File: src/rtl/pwm_cfg_if.sv
// Config channel for pwm_multi_hr: period/duty/phase words moved
// with a valid/ready handshake.
interface pwm_cfg_if #(
   parameter int NCH      = 4,
   parameter int PRD_BITS = 14,
   parameter int HRBITS   = 3
);
   localparam int DW = PRD_BITS + HRBITS + 1;

   logic                  cfg_valid;
   logic                  cfg_ready;
   logic [PRD_BITS-1:0]   cfg_prd;
   logic [NCH*DW-1:0]     cfg_duty;
   logic [NCH*DW-1:0]     cfg_phase;

   modport master (
      output cfg_valid, cfg_prd, cfg_duty, cfg_phase,
      input  cfg_ready
   );

   modport slave (
      input  cfg_valid, cfg_prd, cfg_duty, cfg_phase,
      output cfg_ready
   );
endinterface

File: src/rtl/pwm_multi_hr.sv
// Multi-channel high-resolution PWM: shared coarse timebase, per-channel
// sub-tick slot words, double-buffered config applied at period boundary.
module pwm_multi_hr #(
   parameter int                  NCH      = 4,
   parameter int                  PRD_BITS = 14,
   parameter int                  HRBITS   = 3,
   parameter logic [PRD_BITS-1:0] PRD_RST  = 14'h200
) (
   input  logic                         clk,
   input  logic                         rst_n,
   input  logic                         enable,
   pwm_cfg_if.slave                     cfg,
   output logic [NCH*(1<<HRBITS)-1:0]   pwm_d,
   output logic                         sync_o,
   output logic [PRD_BITS-1:0]          tb_o
);
   localparam int S  = 1 << HRBITS;
   localparam int DW = PRD_BITS + HRBITS + 1;

   logic [PRD_BITS-1:0] tb;
   logic [PRD_BITS-1:0] tb_nxt;
   logic [PRD_BITS-1:0] prd;
   logic [PRD_BITS-1:0] pend_prd;
   logic [NCH*DW-1:0]   duty;
   logic [NCH*DW-1:0]   phase;
   logic [NCH*DW-1:0]   pend_duty;
   logic [NCH*DW-1:0]   pend_phase;
   logic                pend;
   logic                wrap;
   logic                apply;
   logic                accept;
   logic [DW-1:0]       p_cur;
   logic [DW-1:0]       p_new;
   logic [NCH*S-1:0]    word;

   assign p_cur  = (DW'(prd) + DW'(1)) << HRBITS;
   assign p_new  = (DW'(pend_prd) + DW'(1)) << HRBITS;
   assign wrap   = enable && (tb == prd);
   assign apply  = pend && (wrap || !enable);
   assign accept = cfg.cfg_valid && !pend;
   assign tb_nxt = (!enable || tb == prd) ? '0 : tb + PRD_BITS'(1);
   assign tb_o   = tb;

   assign cfg.cfg_ready = !pend;

   // (t - ph) mod P with t, ph < P: one conditional add folds it back.
   function automatic logic slot_hi(
      input logic [DW-1:0] t,
      input logic [DW-1:0] ph,
      input logic [DW-1:0] du,
      input logic [DW-1:0] p
   );
      logic [DW-1:0] d;
      d = t - ph;
      if (t < ph) d = d + p;
      return d < du;
   endfunction

   always_comb begin
      word = '0;
      for (int c = 0; c < NCH; c++) begin
         for (int k = 0; k < S; k++) begin
            word[c*S+k] = slot_hi({1'b0, tb, HRBITS'(k)},
                                  phase[c*DW +: DW],
                                  duty[c*DW +: DW],
                                  p_cur);
         end
      end
   end

   always_ff @(posedge clk) begin
      if (!rst_n) begin
         tb         <= '0;
         prd        <= PRD_RST;
         duty       <= '0;
         phase      <= '0;
         pend       <= 1'b0;
         pend_prd   <= '0;
         pend_duty  <= '0;
         pend_phase <= '0;
         pwm_d      <= '0;
         sync_o     <= 1'b0;
      end else begin
         tb     <= tb_nxt;
         pwm_d  <= enable ? word : '0;
         sync_o <= enable && (tb == '0);
         if (accept) begin
            pend       <= 1'b1;
            pend_prd   <= cfg.cfg_prd;
            pend_duty  <= cfg.cfg_duty;
            pend_phase <= cfg.cfg_phase;
         end else if (apply) begin
            pend <= 1'b0;
            prd  <= pend_prd;
            duty <= pend_duty;
            // Phase is clipped against the incoming period.
            for (int c = 0; c < NCH; c++) begin
               phase[c*DW +: DW] <= (pend_phase[c*DW +: DW] >= p_new) ?
                                    p_new - DW'(1) :
                                    pend_phase[c*DW +: DW];
            end
         end
      end
   end
endmodule

File: src/flat_wrapper.sv
// flat-port wrapper written by rule: the top's interface ports become plain ports
module pwm_multi_hr_flat 
#(
   parameter int                  NCH      = 4,
   parameter int                  PRD_BITS = 14,
   parameter int                  HRBITS   = 3,
   parameter logic [PRD_BITS-1:0] PRD_RST  = 14'h200
)
  (clk, rst_n, enable, pwm_d, sync_o, tb_o, cfg_cfg_valid, cfg_cfg_prd, cfg_cfg_duty, cfg_cfg_phase, cfg_cfg_ready);
  pwm_cfg_if #(.NCH(NCH), .PRD_BITS(PRD_BITS), .HRBITS(HRBITS)) cfg_i ();
  input  logic clk;
  input  logic rst_n;
  input  logic enable;
  output logic [NCH*(1<<HRBITS)-1:0] pwm_d;
  output logic sync_o;
  output logic [PRD_BITS-1:0] tb_o;
  input wire logic [$bits(cfg_i.cfg_valid)-1:0] cfg_cfg_valid;
  input wire logic [$bits(cfg_i.cfg_prd)-1:0] cfg_cfg_prd;
  input wire logic [$bits(cfg_i.cfg_duty)-1:0] cfg_cfg_duty;
  input wire logic [$bits(cfg_i.cfg_phase)-1:0] cfg_cfg_phase;
  output wire logic [$bits(cfg_i.cfg_ready)-1:0] cfg_cfg_ready;
  assign cfg_i.cfg_valid = cfg_cfg_valid;
  assign cfg_i.cfg_prd = cfg_cfg_prd;
  assign cfg_i.cfg_duty = cfg_cfg_duty;
  assign cfg_i.cfg_phase = cfg_cfg_phase;
  assign cfg_cfg_ready = cfg_i.cfg_ready;
  pwm_multi_hr #(.NCH(NCH), .PRD_BITS(PRD_BITS), .HRBITS(HRBITS), .PRD_RST(PRD_RST)) u_core (.clk(clk), .rst_n(rst_n), .enable(enable), .cfg(cfg_i), .pwm_d(pwm_d), .sync_o(sync_o), .tb_o(tb_o));
endmodule
File: config.mk
export PLATFORM = sky130hd
export DESIGN_NAME = pwm_multi_hr_flat
export DESIGN_NICKNAME = d
export VERILOG_FILES = /design/src/rtl/pwm_cfg_if.sv /design/src/rtl/pwm_multi_hr.sv /design/src/flat_wrapper.sv
export SDC_FILE = /design/constraint.sdc
export NUM_CORES = 2
export LEC_CHECK = 0
export ABC_AREA = 1
export BUFFER_PORTS_ARGS = -buffer_cell sky130_fd_sc_hd__buf_4
export CORE_MARGIN = 2
export CORE_UTILIZATION = 40
export DETAILED_ROUTE_END_ITERATION = 16
export PLACE_DENSITY = 0.66
export SYNTH_ARGS = -nofsm -noshare
export SYNTH_HDL_FRONTEND = slang
export SYNTH_SLANG_ARGS = --single-unit
File: constraint.sdc
create_clock -name clk -period 13 [get_ports clk]
set_input_delay 1.3 -clock clk [delete_from_list [all_inputs] [get_ports clk]]
set_output_delay 1.3 -clock clk [all_outputs]
set_load 0.03 [all_outputs]
# After elaboration in Yosys (flattened, before gate mapping)
# Index checks and enable logic that the tools add are counted.
# word_totals
wordCells	200
ff_bits	364
out_inout_bits	48
inputBits	162
# classes
n_reduce_logical	13
n_mux	38
add_sub_neg	68
eq_ne	1
bitwise	2
n_lt_le_gt_ge	68
# op_table
operator	count
$mux W18	36
$add A18 B18 Y18	32
$lt A17 B18 Y1	32
$lt A18 B18 Y1	32
$sub A17 B18 Y18	32
$ge A18 B18 Y1	4
$add A14 B1 Y15 const B	2
$sub A18 B1 Y18 const B	1
$add A14 B1 Y14 const B	1
$eq A14 B14 Y1	1
$logic_not A14 Y1	1
$logic_and A1 B1 Y1	4
$reduce_and A2 Y1	2
$logic_not A1 Y1	2
$logic_or A1 B1 Y1	2
$mux W1	2
$not A1 Y1	2
$reduce_bool A2 Y1	1
$reduce_or A2 Y1	1

# Depth between registers and ports, before layout
# depth
depth_word	6
depth_mapped	32
ltp_nobuf	31

# Worst setup path before layout
# Ideal clock, no wire load.
# synth_timing
path_kind	register -> register
from	register u_core.prd[0]
to	register u_core.pwm_d[4]
setup_time_ps	65
path_stages_with_launch	20
n_path_buf	0
setup_slack_ps	7363
period_less_slack_ps	5637
arrival_ps	5572
required_ps	12935
path_cell_list	dfxtp_1 > ha_1 > inv_1 > fa_1 > o21ai_0 > a21boi_0 > o21ai_0 > nand2_1 > nand2_1 > nand2_1 > nand3_1 > nand2_1 > ha_1 > nand2_1 > inv_1 > o21ai_0 > a21oi_1 > a2111oi_0 > nand3_1 > nor2_1
# synth_between
elab_chain_len	4
# synth_rtl
element	line_no	rtl
start, declared	pwm_multi_hr.sv:22	logic [PRD_BITS-1:0] prd;
start signal, assigned	pwm_multi_hr.sv:94	prd <= pend_prd;
$add A14 B1 Y15	pwm_multi_hr.sv:36	assign p_cur = (DW'(prd) + DW'(1)) << HRBITS;
$add A18 B18 Y18	pwm_multi_hr.sv:55	if (t < ph) d = d + p;
$mux W18	pwm_multi_hr.sv:55	
$lt A18 B18 Y1	pwm_multi_hr.sv:56	return d < du;
end signal, assigned	pwm_multi_hr.sv:85	pwm_d <= enable ? word : '0;
end, declared	pwm_multi_hr.sv:13	output logic [NCH*(1<<HRBITS)-1:0] pwm_d,
# Every way passes these cells.
# A chain may end at the register's enable or synchronous reset.

# Worst setup path after layout
# layout_timing
from	register u_core.prd[2]
to	register u_core.pwm_d[22]
# The elaborated chain is that of the path after synthesis.

==> results.py <==
metrics = {
    "synth": {
        "synth_nets": 11800,
        "synth_common_cells": "2,374 x nand2_1, 1,278 x inv_1, 1,136 x ha_1",
        "syn_area_um2": 65830,
        "synth_area_per_cell_um2": 6.294,
        "asyncSetResetFlopFracSynth_pct": 0,
        "ys.flop_type": "dfxtp_1",
        "netlist_instances": 10460,
        "synthAdderAreaFrac_pct": 22.81,
        "muxShareOfSynthArea_pct": 0.04561,
        "synth-simple-area-share_pct": 26.92,
        "synthXorXnorAreaFrac_pct": 9.366,
        "synth_top_area_share_pct": 21.59,
        "synth-seq-cells": 364,
        "yosysMostFrequentCell": "nand2_1",
        "yosysTopAreaCell": "ha_1",
        "yosysWarningCount": 0,
        "synth_top_family_by_area": "simple AND/OR/NAND/NOR gates",
        "yosys-top-cells-area": "ha_1 22%, nand2_1 14%, dfxtp_1 11%, a21oi_1 7.3%, inv_1 7.3%",
        "ys_seq_area_share_pct": 11.07,
        "synth-edff-count": 0,
        "post_synth_num_cell_types": 63,
        "synth_compound_area_share_pct": 19.95,
    },
    "floorplanning": {
        "ios": 210,
        "start_util_pct": 40.35,
        "die_height_um": 409.7,
        "die-area_um2": 167800,
        "die_width_um": 409.7,
        "core_um2": 163100,
        "fp-row-count": 148,
    },
    "global_route": {
        "grt_max_degree": 125,
        "grt_antenna_before_repair": 16,
        "overflow": 0,
        "grt.total_usage_pct": 33.65,
        "grt_pass1_vias": 67680,
        "grt_pass1_wl_mm": 427.9,
    },
    "place": {
        "place_hpwl_mm": 222.8,
        "place_congestion": 1.076,
        "pre_cts_slack_ns": 6.595,
        "portBuffers": 209,
        "dpl_cell_area_um2": 69310,
    },
    "pwr": {
        "irDropWorstVdd_v": 0.0001035,
        "power.leakage_nw": 36.46,
        "p_per_area_nw_per_um2": 170.3,
    },
    "detailed_routing": {
        "drc_errors": 0,
        "post_drt_wl_per_cell_um": 23.20,
        "drt_iter0_markers": 7963,
        "vias": 73000,
        "drt_wl_total_mm": 295.6,
        "drt-pass1-iter-count": 8,
        "routed_via_density": 5.729,
        "antenna_left": 0,
    },
    "clocking": {
        "clockRootBuffer": "clkbuf_16",
        "clockBufferDepth": 3,
        "cts_tree": "yes",
        "clk_pin_slew_ns": 0.08,
        "numClockSinks": 364,
        "htree_levels": 2,
        "cts_resized": 0,
        "cts_buffers": 48,
        "worst_skew_pair.late_latency_ns": 0.69,
        "postCtsSetupRepairBufs": 0,
        "hold_buffers": 0,
    },
    "layout": {
        "regArea_um2": 7287,
        "fin_util_pct": 43.56,
        "layout-drive-gt1-share_pct": 6.058,
        "multi_input_area_um2": 52210,
        "areaGrowthSynthToFinish_pct": 7.937,
        "final_area_um2": 71060,
        "nets": 11870,
        "n_fill_cell": 17390,
    },
    "timing": {
        "rsz0062_at_grt": "false",
        "finalWorstSetupSlack_ns": 6.392,
        "min_period_ns": 6.608,
        "worst_pin_slew_ns": 1.370,
        "finalMaxSlewViolations": 0,
        "setup-tns-final_ns": 0,
        "setup_viol": 0,
        "clock-skew-final_ns": 0.08831,
        "hold_viol_final": 0,
        "fin_crit_sh_pct": 50.83,
        "fmax_mhz": 151.3,
        "relSlewSlack_pct": 8.530,
    },
    "setup_path": {
        "end_kind": "flop",
        "path_class": "flop to flop",
        "arrival_ns": 7.07,
        "worst-path-max-fanout": 21,
        "required_ns": 13.47,
        "critPathLaunchType": "flop",
    },
    "status": {
        "status": "finished, final reports clean",
    },
    "flow_run": {
        "cap_violations": 0,
    },
    "worst_hold_path": {
        "hold_class": "flop to flop",
    },
}
## registers in the layout, summed over array words and instances (netlist names)
name               cells
u_core.pwm_d          32
u_core.pend_prd       14
u_core.phase          72
u_core.prd            14
u_core.duty           72
u_core.tb_o           14
u_core.pend_phase     72
u_core.pend_duty      72
u_core.pend            1
u_core.sync_o          1
## report_power, final
part	internal [mW]	total [mW]	switching [mW]
combinational	3.28	9.32	6.04
clock	0.881	1.51	0.626
sequential	1.21	1.28	0.0708
## area by class of cell
cell class,count,area share (%)
timing repair buffer,262,2.773
clock buffer,66,1.969
antenna,3,0.01057
multi-input combinational,8490,73.47
sequential,364,10.26
tap,2175,3.830
inverter,1362,7.218
clock inverter,20,0.4754
## worst max-delay path: stages (launching register included)
cell     delay [ns]
dfxtp_1        0.49
inv_1          0.10
nor3_1         0.26
nand3_1        0.16
nor3_1         0.55
nand3_1        0.34
nor2_1         0.24
nand3_1        0.19
xor2_4         0.76
buf_4          0.74
ha_1           0.41
a21oi_1        0.19
nand2_1        0.08
a21oi_1        0.12
nand2_1        0.08
nand2_1        0.05
o21ai_0        0.09
nor2_1         0.16
or2_1          0.12
nand2_1        0.05
ha_1           0.31
nand4_1        0.11
nor3_1         0.34
nand4_1        0.23
nand3_1        0.16
nor2_1         0.05
## per-stage QoR
stage | hold slack [ns] | instances | power, mW
final | 0.4321 | 12740 | 12.10
after floorplan | 0.4231 | 10460 | 8.096
after global routing | 0.4618 | 12740 | 13.32
after CTS | 0.4337 | 12740 | 11.91
after global placement | 0.4322 | 12650 | 10.15
after detailed placement | 0.4374 | 12650 | 10.35
## cells in the final DEF (no fill, tap or decap), drive strengths merged, types with 26 or more instances in the layout
master  instances
a21boi         38
a21o           48
a21oi         986
and2           29
buf           262
clkbuf         66
dfxtp         364
fa             40
ha           1136
inv          1358
nand2        2425
nand3         541
nand4          96
nor2          842
nor3          139
o211ai         27
o21ai        1112
o21bai         46
o22ai          26
o311ai         28
o31ai          40
or2            77
xnor2         172
xor2          532
## worst paths after layout
| path | slack [ns] | start | endpoint | depth (start not counted) |
|---|---|---|---|---|
| max | 6.39 | u_core.prd[2]$_SDFFE_PN0P_ | u_core.pwm_d[22]$_SDFF_PN0_ | 25 |
| min | 0.43 | u_core.pend_duty[46]$_SDFFE_PN0P_ | u_core.duty[46]$_SDFFE_PN0P_ | 2 |
| max reg2reg | 6.39 | u_core.prd[2]$_SDFFE_PN0P_ | u_core.pwm_d[22]$_SDFF_PN0_ | 25 |
| min reg2reg | 0.43 | u_core.pend_duty[46]$_SDFFE_PN0P_ | u_core.duty[46]$_SDFFE_PN0P_ | 2 |
## routing by layer
metal / vias up / part of all wire, % / GRT usage (%)
met1: 33910 / 43 / 45.40
met5: - / 0.022 / 0
li1: 34910 / - / -
met3: 680 / 9.9 / 6.478
met4: 10 / 5.3 / 15.33
met2: 3498 / 42 / 51.50
## cell families (layout without fill, tap and decap cells)
logic type | count (synthesis) | after routing
DFF | 364 | 364
buffers and inverters | 1605 | 1710
and+or+nand+nor | 4190 | 4190
muxes | 3 | 3
AOI/OAI and AO/OA | 2417 | 2417
xor gates and xnor gates | 704 | 704
adders and majority gates | 1176 | 1176
other | 0 | 3
(Power assumes the default switching activity.)
